$ cat src/rtl/warmup2_mpadder_loader_if.sv
// Handshake bundle between the operand stream, the 128-bit adder and the result stream.
// The loader takes the slave modport; the surrounding environment takes master.
interface warmup2_mpadder_loader_if;
    logic         in_valid;
    logic [31:0]  in_data;
    logic         in_ready;
    logic         add_start;
    logic [127:0] add_a;
    logic [127:0] add_b;
    logic [128:0] add_c;
    logic         add_done;
    logic         out_valid;
    logic [31:0]  out_data;
    logic         out_last;
    logic         out_ready;
    logic         busy;
    logic         error;

    modport master (
        output in_valid, in_data, add_c, add_done, out_ready,
        input  in_ready, add_start, add_a, add_b, out_valid, out_data, out_last, busy, error
    );

    modport slave (
        input  in_valid, in_data, add_c, add_done, out_ready,
        output in_ready, add_start, add_a, add_b, out_valid, out_data, out_last, busy, error
    );
endinterface

$ cat src/rtl/warmup2_mpadder_loader.sv
// Collects eight 32-bit words into two 128-bit operands, drives an external adder and
// streams the 129-bit sum back out as five 32-bit words, with a watchdog on the adder.
module warmup2_mpadder_loader #(
    parameter int unsigned TIMEOUT_CYCLES = 255
) (
    input  logic                     clk,
    input  logic                     resetn,
    warmup2_mpadder_loader_if.slave  bus
);

    typedef enum logic [2:0] {StIdle, StLoad, StStart, StWait, StSend} state_e;

    localparam logic [15:0] TimeoutLast = 16'(TIMEOUT_CYCLES - 1);

    state_e         state_q, state_d;
    logic [2:0]     in_cnt_q, in_cnt_d;
    logic [2:0]     out_cnt_q, out_cnt_d;
    logic [15:0]    wait_cnt_q, wait_cnt_d;
    logic [127:0]   a_q, a_d;
    logic [127:0]   b_q, b_d;
    logic [128:0]   res_q, res_d;
    logic           error_q, error_d;
    logic           in_ready_q, in_ready_d;
    logic           add_start_q, add_start_d;
    logic           out_valid_q, out_valid_d;
    logic           out_last_q, out_last_d;
    logic           busy_q, busy_d;
    logic           in_xfer, out_xfer;
    logic [31:0]    out_word;

    assign in_xfer  = in_ready_q & bus.in_valid;
    assign out_xfer = out_valid_q & bus.out_ready;

    always_comb begin
        state_d    = state_q;
        in_cnt_d   = in_cnt_q;
        out_cnt_d  = out_cnt_q;
        wait_cnt_d = wait_cnt_q;
        a_d        = a_q;
        b_d        = b_q;
        res_d      = res_q;
        error_d    = error_q;

        case (state_q)
            StIdle: state_d = StLoad;
            StLoad: begin
                if (in_xfer) begin
                    // Counter bit 2 selects operand, bits 1:0 the word lane.
                    if (!in_cnt_q[2]) a_d[{in_cnt_q[1:0], 5'd0} +: 32] = bus.in_data;
                    else              b_d[{in_cnt_q[1:0], 5'd0} +: 32] = bus.in_data;
                    in_cnt_d = in_cnt_q + 3'd1;
                    if (in_cnt_q == 3'd7) state_d = StStart;
                end
            end
            StStart: begin
                wait_cnt_d = '0;
                state_d    = StWait;
            end
            StWait: begin
                if (bus.add_done) begin
                    res_d     = bus.add_c;
                    out_cnt_d = '0;
                    state_d   = StSend;
                end else if (wait_cnt_q == TimeoutLast) begin
                    error_d = 1'b1;
                    state_d = StLoad;
                end else begin
                    wait_cnt_d = wait_cnt_q + 16'd1;
                end
            end
            StSend: begin
                if (out_xfer) begin
                    if (out_cnt_q == 3'd4) begin
                        out_cnt_d = '0;
                        state_d   = StLoad;
                    end else begin
                        out_cnt_d = out_cnt_q + 3'd1;
                    end
                end
            end
            default: state_d = StIdle;
        endcase

        // Control outputs are registered from the next state so they align with state_q.
        in_ready_d  = (state_d == StLoad);
        add_start_d = (state_d == StStart);
        out_valid_d = (state_d == StSend);
        out_last_d  = (state_d == StSend) && (out_cnt_d == 3'd4);
        busy_d      = (state_d == StStart) || (state_d == StWait) || (state_d == StSend);
    end

    always_ff @(posedge clk or negedge resetn) begin
        if (!resetn) begin
            state_q     <= StIdle;
            in_cnt_q    <= '0;
            out_cnt_q   <= '0;
            wait_cnt_q  <= '0;
            a_q         <= '0;
            b_q         <= '0;
            res_q       <= '0;
            error_q     <= 1'b0;
            in_ready_q  <= 1'b0;
            add_start_q <= 1'b0;
            out_valid_q <= 1'b0;
            out_last_q  <= 1'b0;
            busy_q      <= 1'b0;
        end else begin
            state_q     <= state_d;
            in_cnt_q    <= in_cnt_d;
            out_cnt_q   <= out_cnt_d;
            wait_cnt_q  <= wait_cnt_d;
            a_q         <= a_d;
            b_q         <= b_d;
            res_q       <= res_d;
            error_q     <= error_d;
            in_ready_q  <= in_ready_d;
            add_start_q <= add_start_d;
            out_valid_q <= out_valid_d;
            out_last_q  <= out_last_d;
            busy_q      <= busy_d;
        end
    end

    always_comb begin
        case (out_cnt_q)
            3'd0:    out_word = res_q[31:0];
            3'd1:    out_word = res_q[63:32];
            3'd2:    out_word = res_q[95:64];
            3'd3:    out_word = res_q[127:96];
            default: out_word = {31'b0, res_q[128]};
        endcase
    end

    assign bus.in_ready  = in_ready_q;
    assign bus.add_start = add_start_q;
    assign bus.add_a     = a_q;
    assign bus.add_b     = b_q;
    assign bus.out_valid = out_valid_q;
    assign bus.out_data  = out_valid_q ? out_word : 32'd0;
    assign bus.out_last  = out_last_q;
    assign bus.busy      = busy_q;
    assign bus.error     = error_q;

endmodule

$ cat src/flat_wrapper.sv
// flat-port wrapper written by rule: the top's interface ports become plain ports
module warmup2_mpadder_loader_flat 
#(
    parameter int unsigned TIMEOUT_CYCLES = 255
)
  (clk, resetn, bus_in_valid, bus_in_data, bus_add_c, bus_add_done, bus_out_ready, bus_in_ready, bus_add_start, bus_add_a, bus_add_b, bus_out_valid, bus_out_data, bus_out_last, bus_busy, bus_error);
  warmup2_mpadder_loader_if bus_i ();
  input  logic clk;
  input  logic resetn;
  input wire logic [$bits(bus_i.in_valid)-1:0] bus_in_valid;
  input wire logic [$bits(bus_i.in_data)-1:0] bus_in_data;
  input wire logic [$bits(bus_i.add_c)-1:0] bus_add_c;
  input wire logic [$bits(bus_i.add_done)-1:0] bus_add_done;
  input wire logic [$bits(bus_i.out_ready)-1:0] bus_out_ready;
  output wire logic [$bits(bus_i.in_ready)-1:0] bus_in_ready;
  output wire logic [$bits(bus_i.add_start)-1:0] bus_add_start;
  output wire logic [$bits(bus_i.add_a)-1:0] bus_add_a;
  output wire logic [$bits(bus_i.add_b)-1:0] bus_add_b;
  output wire logic [$bits(bus_i.out_valid)-1:0] bus_out_valid;
  output wire logic [$bits(bus_i.out_data)-1:0] bus_out_data;
  output wire logic [$bits(bus_i.out_last)-1:0] bus_out_last;
  output wire logic [$bits(bus_i.busy)-1:0] bus_busy;
  output wire logic [$bits(bus_i.error)-1:0] bus_error;
  assign bus_i.in_valid = bus_in_valid;
  assign bus_i.in_data = bus_in_data;
  assign bus_i.add_c = bus_add_c;
  assign bus_i.add_done = bus_add_done;
  assign bus_i.out_ready = bus_out_ready;
  assign bus_in_ready = bus_i.in_ready;
  assign bus_add_start = bus_i.add_start;
  assign bus_add_a = bus_i.add_a;
  assign bus_add_b = bus_i.add_b;
  assign bus_out_valid = bus_i.out_valid;
  assign bus_out_data = bus_i.out_data;
  assign bus_out_last = bus_i.out_last;
  assign bus_busy = bus_i.busy;
  assign bus_error = bus_i.error;
  warmup2_mpadder_loader #(.TIMEOUT_CYCLES(TIMEOUT_CYCLES)) u_core (.clk(clk), .resetn(resetn), .bus(bus_i));
endmodule
$ cat config.mk
export PLATFORM = sky130hd
export DESIGN_NAME = warmup2_mpadder_loader_flat
export DESIGN_NICKNAME = d
export VERILOG_FILES = /design/src/rtl/warmup2_mpadder_loader_if.sv /design/src/rtl/warmup2_mpadder_loader.sv /design/src/flat_wrapper.sv
export SDC_FILE = /design/constraint.sdc
export NUM_CORES = 1
export LEC_CHECK = 0
export CAP_MARGIN = 20
export CORE_MARGIN = 3
export CORE_UTILIZATION = 35
export DETAILED_ROUTE_END_ITERATION = 10
export PLACE_DENSITY = 0.68
export SLEW_MARGIN = 15
export SYNTH_ARGS = -nofsm -noshare
export SYNTH_HDL_FRONTEND = slang
export SYNTH_SLANG_ARGS = --single-unit
$ cat constraint.sdc
create_clock -name clk -period 2.17 [get_ports clk]
set_clock_uncertainty 0.1 [all_clocks]
set_input_delay 0.3255 -clock clk [delete_from_list [all_inputs] [get_ports clk]]
set_output_delay 0.3255 -clock clk [all_outputs]
set_load 0.05 [all_outputs]
==> metrics.txt, run 1 <==
min Tclk post-route=2.61 ns; critical path capture point type=primary output; Max Slew Vio Count=0; Sink Count=416; Fin Setup TNS=-12.92 ns; WP data arrival=2.19 ns; Yosys top cell area share=0.622; Syn Inst Count=1535; Fin. Hold Viols=0; P per Cell Area=1580 nW/um^2; yosys warns=0; Core Area=47000 um^2; Synth Register Bits=416; Via-to-Cell Ratio=5.14; worst slew pin tran=0.788 ns; CP Max Fanout=7; # IOs=460; vias in the first global route=14500; Synth area leaders=dfrtp_1 (62%), nand2_1 (9.0%), mux2_2 (8.8%), o21ai_0 (5.5%), a22oi_1 (2.8%); crit-path cells=inv_2, ha_4, nor2b_4, buf_4, buf_12, a22oi_2, a21oi_4, buf_12; cell area after synthesis=16700 um^2; post-route ant nets=0; antenna violations before repair=2; Initial Util=0.357; CP max stage cell=dfrtp_1; drt total wl=60400 um; Peak VDD IR=1.08 mV; layout cell share with drive strength beyond 1=0.248; Synth top cells by count=dfrtp_1 (416), nand2_1 (401), o21ai_0 (183); Pre-antenna DRT Iters=5; number of max-cap violations=0; period utilization=1.20; drt first-iter violations=794; DRC=0; FFs w/ async S/R, synth=1.00; post-synthesis sequential area ratio=0.622; CTS max path bufs=3; CTS Buf Count=46; crit path buf inv count=4; Leak=11.9 nW; Nets=2231; type of origin of the critical path=flip-flop; failing checks=setup timing; CP startpoint=u_core.out_cnt_q[0]$_DFF_PN0_; CTS tree=done; WL/cell=22.4 um; root buf cell=clkbuf_16; Post-Syn Nets=1714; outcome=finished with violations; RSZ-0062 raised after global routing=yes; Crit Reg-Reg Startpoint=u_core.in_cnt_q[0]$_DFFE_PN0P_; HPWL after detailed placement=41100 um; Post-synth EDFFs=0; Port Buffers=459; Final setup viols=33; Die X=225 um; Remaining Overflow, GRT=0; worst skew pair latency=0.57 ns; Min-Delay Path Class=in2async; overall routing resource usage=0.229; first-pass GRT wire length=88600 um; die span in y=225 um; synth unique cells=55; CP Class=reg2out; GPL Wtd Cong=0.839; CP delay by family, top=buffers and inverters; prevailing post-synth register cell=dfrtp_1; Filler cells=4081; Setup WS pre-CTS=-0.185 ns; CP required=1.74 ns; Largest stage delay, worst path=0.40 ns; FP Rows=79; count leader, synth=dfrtp_1; CTS H-tree lvls=2; total number of vias=13900; syn_area_per_cell=10.9 um^2; FMAX=383 MHz; largest net degree at the start of global routing=65; Synth area leader=dfrtp_1; Clock transition at path regs=0.06 ns; Syn-to-layout area delta=53.5%; final worst slack=-0.441 ns; most used cell, CP=buf_12; Slew HR=0.473; total die area=50500 um^2
==> flip-flops by register name (all words and copies together), names as in the netlist, 3 cells and up <==
signal,cells
u_core.state_q,3
u_core.out_cnt_q,3
u_core.wait_cnt_q,16
u_core.bus.add_a,128
u_core.res_q,129
u_core.bus.add_b,128
u_core.in_cnt_q,3
==> report_power, final <==
part	internal, mW	leakage, nW	total [mW]	switching [mW]
Sequential	11.0	5.49	13.2	2.13
Combinational	5.94	5.63	19.1	13.2
Clock	5.03	0.793	8.24	3.21
Total	22.0	11.9	40.5	18.5
==> final timing paths <==
| path | to | slack (ns) | depth (start not counted) |
|---|---|---|---|
| max in group asynchronous | u_core.out_cnt_q[2]$_DFF_PN0_ | 0.96 | 3 |
| setup reg to reg | u_core.wait_cnt_q[7]$_DFFE_PN0P_ | 0 | 7 |
| setup / recovery | bus_out_data[2] | -0.44 | 8 |
| hold reg to reg | u_core.bus.add_a[90]$_DFFE_PN0P_ | 0.37 | 2 |
| min in group clk | u_core.res_q[54]$_DFFE_PN0P_ | 0.26 | 2 |
| hold / removal | u_core.res_q[39]$_DFFE_PN0P_ | 0.22 | 2 |
==> layout by cell type (no fill, tap or decap), types with 4 or more instances in the layout <==
cell | synthesis | routed
buf_16 | 0 | 5
clkbuf_1 | 60 | 9
dlygate4sd2_1 | 0 | 243
inv_2 | 1 | 4
clkdlybuf4s50_1 | 0 | 164
a21oi_2 | 1 | 11
ha_4 | 0 | 8
buf_12 | 0 | 68
o21ai_2 | 0 | 5
nand2b_1 | 4 | 4
buf_6 | 1 | 9
dfrtp_1 | 416 | 416
nand3_1 | 9 | 6
mux2_2 | 131 | 130
a21oi_1 | 41 | 5
clkbuf_8 | 0 | 13
o21ai_0 | 183 | 170
o21ai_1 | 81 | 89
nand2_1 | 401 | 391
inv_1 | 13 | 9
nand3_2 | 2 | 4
clkinv_2 | 0 | 6
bufinv_16 | 0 | 4
buf_4 | 3 | 69
a21oi_4 | 0 | 26
a22oi_2 | 0 | 57
a22oi_1 | 63 | 6
nor2_1 | 5 | 5
nand3b_2 | 4 | 4
mux2i_1 | 5 | 5
ha_1 | 13 | 5
clkbuf_16 | 0 | 53
nand2_2 | 0 | 10
nand4_1 | 6 | 6
==> layout make-up <==
| type | instances | area (um^2) | area share |
|---|---|---|---|
| diodes | 1 | 2.50 | 0.0000974 |
| clock buffers | 71 | 1440 | 0.0560 |
| clock inverters | 13 | 174 | 0.00677 |
| inverters | 14 | 56.3 | 0.00219 |
| multi-input cells | 1009 | 6820 | 0.265 |
| flip-flops and latches | 416 | 10400 | 0.405 |
| well taps | 607 | 759 | 0.0295 |
| repair buffers | 565 | 6050 | 0.235 |
==> metal layers <==
layer | vias to the layer above | part of all wire | GRT usage
li1 | 6374 | - | -
met1 | 6868 | 0.39 | 0.277
met2 | 517 | 0.48 | 0.379
met3 | 102 | 0.095 | 0.0901
met4 | 2 | 0.030 | 0.0718
met5 | - | 0.00022 | 0
==> kinds of logic after synthesis <==
group,Yosys count,synth area share
AO/OA/AOI/OAI,386,0.129
XOR/XNOR,1,0.000523
adder cells (fa/ha/maj),13,0.00971
buffers and inverters,112,0.0285
flip-flops,416,0.622
multiplexers,136,0.0911
AND/OR/NAND/NOR,471,0.120
==> repair_timing <==
action                                 CTS  global route
cloned                                   6             8
hold buffers                             1             0
pin swaps                               16            43
setup endpoints to repair              289           118
buffers inserted                        10             7
endpoints found under the hold margin   38             0
gates resized for setup                330            64
==> through the flow <==
stage / cell area [um^2] / util / total power [mW] / hold slack [ns] / std cells
final: 25700 / 0.547 / 40.5 / 0.218 / 2696
after global routing: 25700 / 0.547 / 42.5 / 0.223 / 2695
after CTS: 25300 / 0.539 / 40.3 / 0.204 / 2681
after detailed placement: 23300 / 0.497 / 32.7 / 0.232 / 2581
after global placement: 23300 / 0.497 / 32.2 / 0.229 / 2581
after floorplan: 17100 / - / 24.8 / -0.0701 / 1535
No activity file was read; power rests on OpenSTA's default activity.
==> run 2: changes to the inputs <==
- CORE_ASPECT_RATIO: default -> 0.75
==> run 2 against run 1 <==
The run still ends with setup timing left. Cell count increased by 1.7%. Critical endpoint is now bus_out_data[11]. Sequential share of layout area fell by 0.82 points. Via count up 2.4%. Critical path type unchanged. Die area about the same. Routed wire length up 3.5%. First-iteration DRC count up 33%. Register-to-register slack worse by 0.07 ns. Hold slack worse by 0.074 ns.
==> metrics.txt, run 2 (synthesized netlist as in run 1, its figures left out) <==
most used cell, CP=buf_12; Via-to-Cell Ratio=5.18; Initial Util=0.359; Die X=259 um; Min-Delay Path Class=in2async; outcome=finished with violations; CTS max path bufs=3; top sig layer=met4; period utilization=1.22; M1 wire length=27100 um; Fin Setup TNS=-14.25 ns; final worst slack=-0.481 ns; CTS H-tree lvls=2; type of origin of the critical path=flip-flop; Fin. Hold Viols=0; Filler cells=3932; DRC=0; Largest Register=u_core.res_q; CP Max Fanout=13; Remaining Overflow, GRT=0; WL/cell=22.8 um; Pre-antenna DRT Iters=5; CP Class=reg2out; CTS tree=done; min Tclk post-route=2.65 ns; Non-Filler Instances=2741; drt total wl=62500 um; Slew HR=0.372; GPL Wtd Cong=0.859; total number of vias=14200; critical path capture point type=primary output; Final setup viols=39; CP delay by family, top=buffers and inverters; Core Area=46600 um^2; Layout Utilization=0.563; total die area=50500 um^2; layout cell share with drive strength beyond 1=0.259; commonest cells after routing, fill and taps aside=dfrtp_1 (416), nand2_1 (390), dlygate4sd2_1 (224), clkdlybuf4s50_1 (168), o21ai_0 (151); CP required=1.74 ns; number of max-cap violations=0; root buf cell=clkbuf_16; RSZ-0062 raised after global routing=yes; vias in the first global route=14500; antenna violations before repair=2; DR WL met2=29200 um; FP Rows=68; overall routing resource usage=0.232; crit path buf inv count=4; Max Slew Vio Count=0; Hold WS=0.144 ns; P per Cell Area=1560 nW/um^2; first-pass GRT wire length=89900 um; most common cell after layout, fill and taps aside=dfrtp_1; WP data arrival=2.23 ns; FMAX=377 MHz; worst slew pin tran=0.938 ns; Largest stage delay, worst path=0.39 ns; largest net degree at the start of global routing=80; Sink Count=416; Clock transition at path regs=0.06 ns; # IOs=460; HPWL after detailed placement=41400 um; worst skew pair latency=0.56 ns; failing checks=setup timing; post-route ant nets=0; drt first-iter violations=1056; Multi-input gate area=6950 um^2; die span in y=195 um; register area=10400 um^2; Largest register FFs=129; CP max stage cell=dfrtp_1; cell count after placement=2612; Leak=12.4 nW; CTS Buf Count=43; Nets=2253; crit-path cells=buf_4, ha_2, nor2b_4, buf_12, buf_12, a22oi_2, a21oi_4, buf_12; Syn-to-layout area delta=56.7%; Peak VDD IR=0.949 mV; routed length on met3=4070 um; Port Buffers=459
[run 2: cell count changes in the layout (fill, tap and decap cells not counted), moves of 5 or more]
cell,change
dlymetal6s2s_1,+26
dlygate4sd2_1,-19
o21ai_1,+14
buf_6,+5
buf_12,+6
clkbuf_16,-5
o21ai_0,-19
o21ai_2,+5
[run 2: worst paths after layout]
path | depth (start not counted) | to | slack [ns] | startpoint
min in group clk | 2 | u_core.res_q[35]$_DFFE_PN0P_ | 0.27 | bus_add_c[35]
max in group asynchronous | 3 | u_core.bus.add_a[123]$_DFFE_PN0P_ | 0.95 | resetn
hold / removal | 2 | u_core.bus.add_b[111]$_DFFE_PN0P_ | 0.14 | resetn
setup / recovery | 8 | bus_out_data[11] | -0.48 | u_core.out_cnt_q[1]$_DFF_PN0_
setup reg to reg | 8 | u_core.wait_cnt_q[5]$_DFFE_PN0P_ | -0.07 | u_core.in_cnt_q[0]$_DFFE_PN0P_
hold reg to reg | 2 | u_core.bus.add_b[40]$_DFFE_PN0P_ | 0.37 | u_core.bus.add_b[40]$_DFFE_PN0P_
[run 2: stage by stage]
stage	power, mW	setup WS, ns	instance area, um^2
2_1_floorplan	24.8	-0.0840	17100
3_3_place_gp	32.1	-0.140	23400
3_5_place_dp	32.6	-0.198	23400
4_1_cts	39.6	-0.454	25400
5_1_grt	42.7	-0.548	26200
6_report	40.8	-0.481	26200
[run 2: metal layers]
metal	vias to the layer above	global-route usage
li1	6401	-
met1	7174	0.312
met2	512	0.366
met3	111	0.0576
met4	0	0.0820
met5	-	0
[run 2: final cells by class]
type	count	share of cell area
well taps	630	0.0300
repair buffers	591	0.248
inverters	14	0.00248
multi-input cells	1008	0.265
diodes	3	0.000286
clock inverters	17	0.00877
flip-flops and latches	416	0.397
clock buffers	62	0.0483
[run 2: timing repair]
action / 4_1_cts / 5_1_grt
gates cloned: 9 / 6
gates resized for setup: 321 / 140
setup endpoints to repair: 274 / 301
pin swaps: 36 / 51
hold endpoints to repair: 115 / 0
buffers inserted: 10 / 22
hold buffers: 1 / 0
[run 2: power by group]
group          internal (mW)  total (mW)  switching, mW
registers               11.0        13.1           2.05
clock network           4.47        7.70           3.23
logic                   6.49        20.0           13.5
==> run 3: changes to the inputs <==
- CAP_MARGIN: 20 -> 40
- CTS_CLUSTER_SIZE: default -> 40
==> results of run 3 <==
Final layout, timing and power as in run 2 (identical DEF).
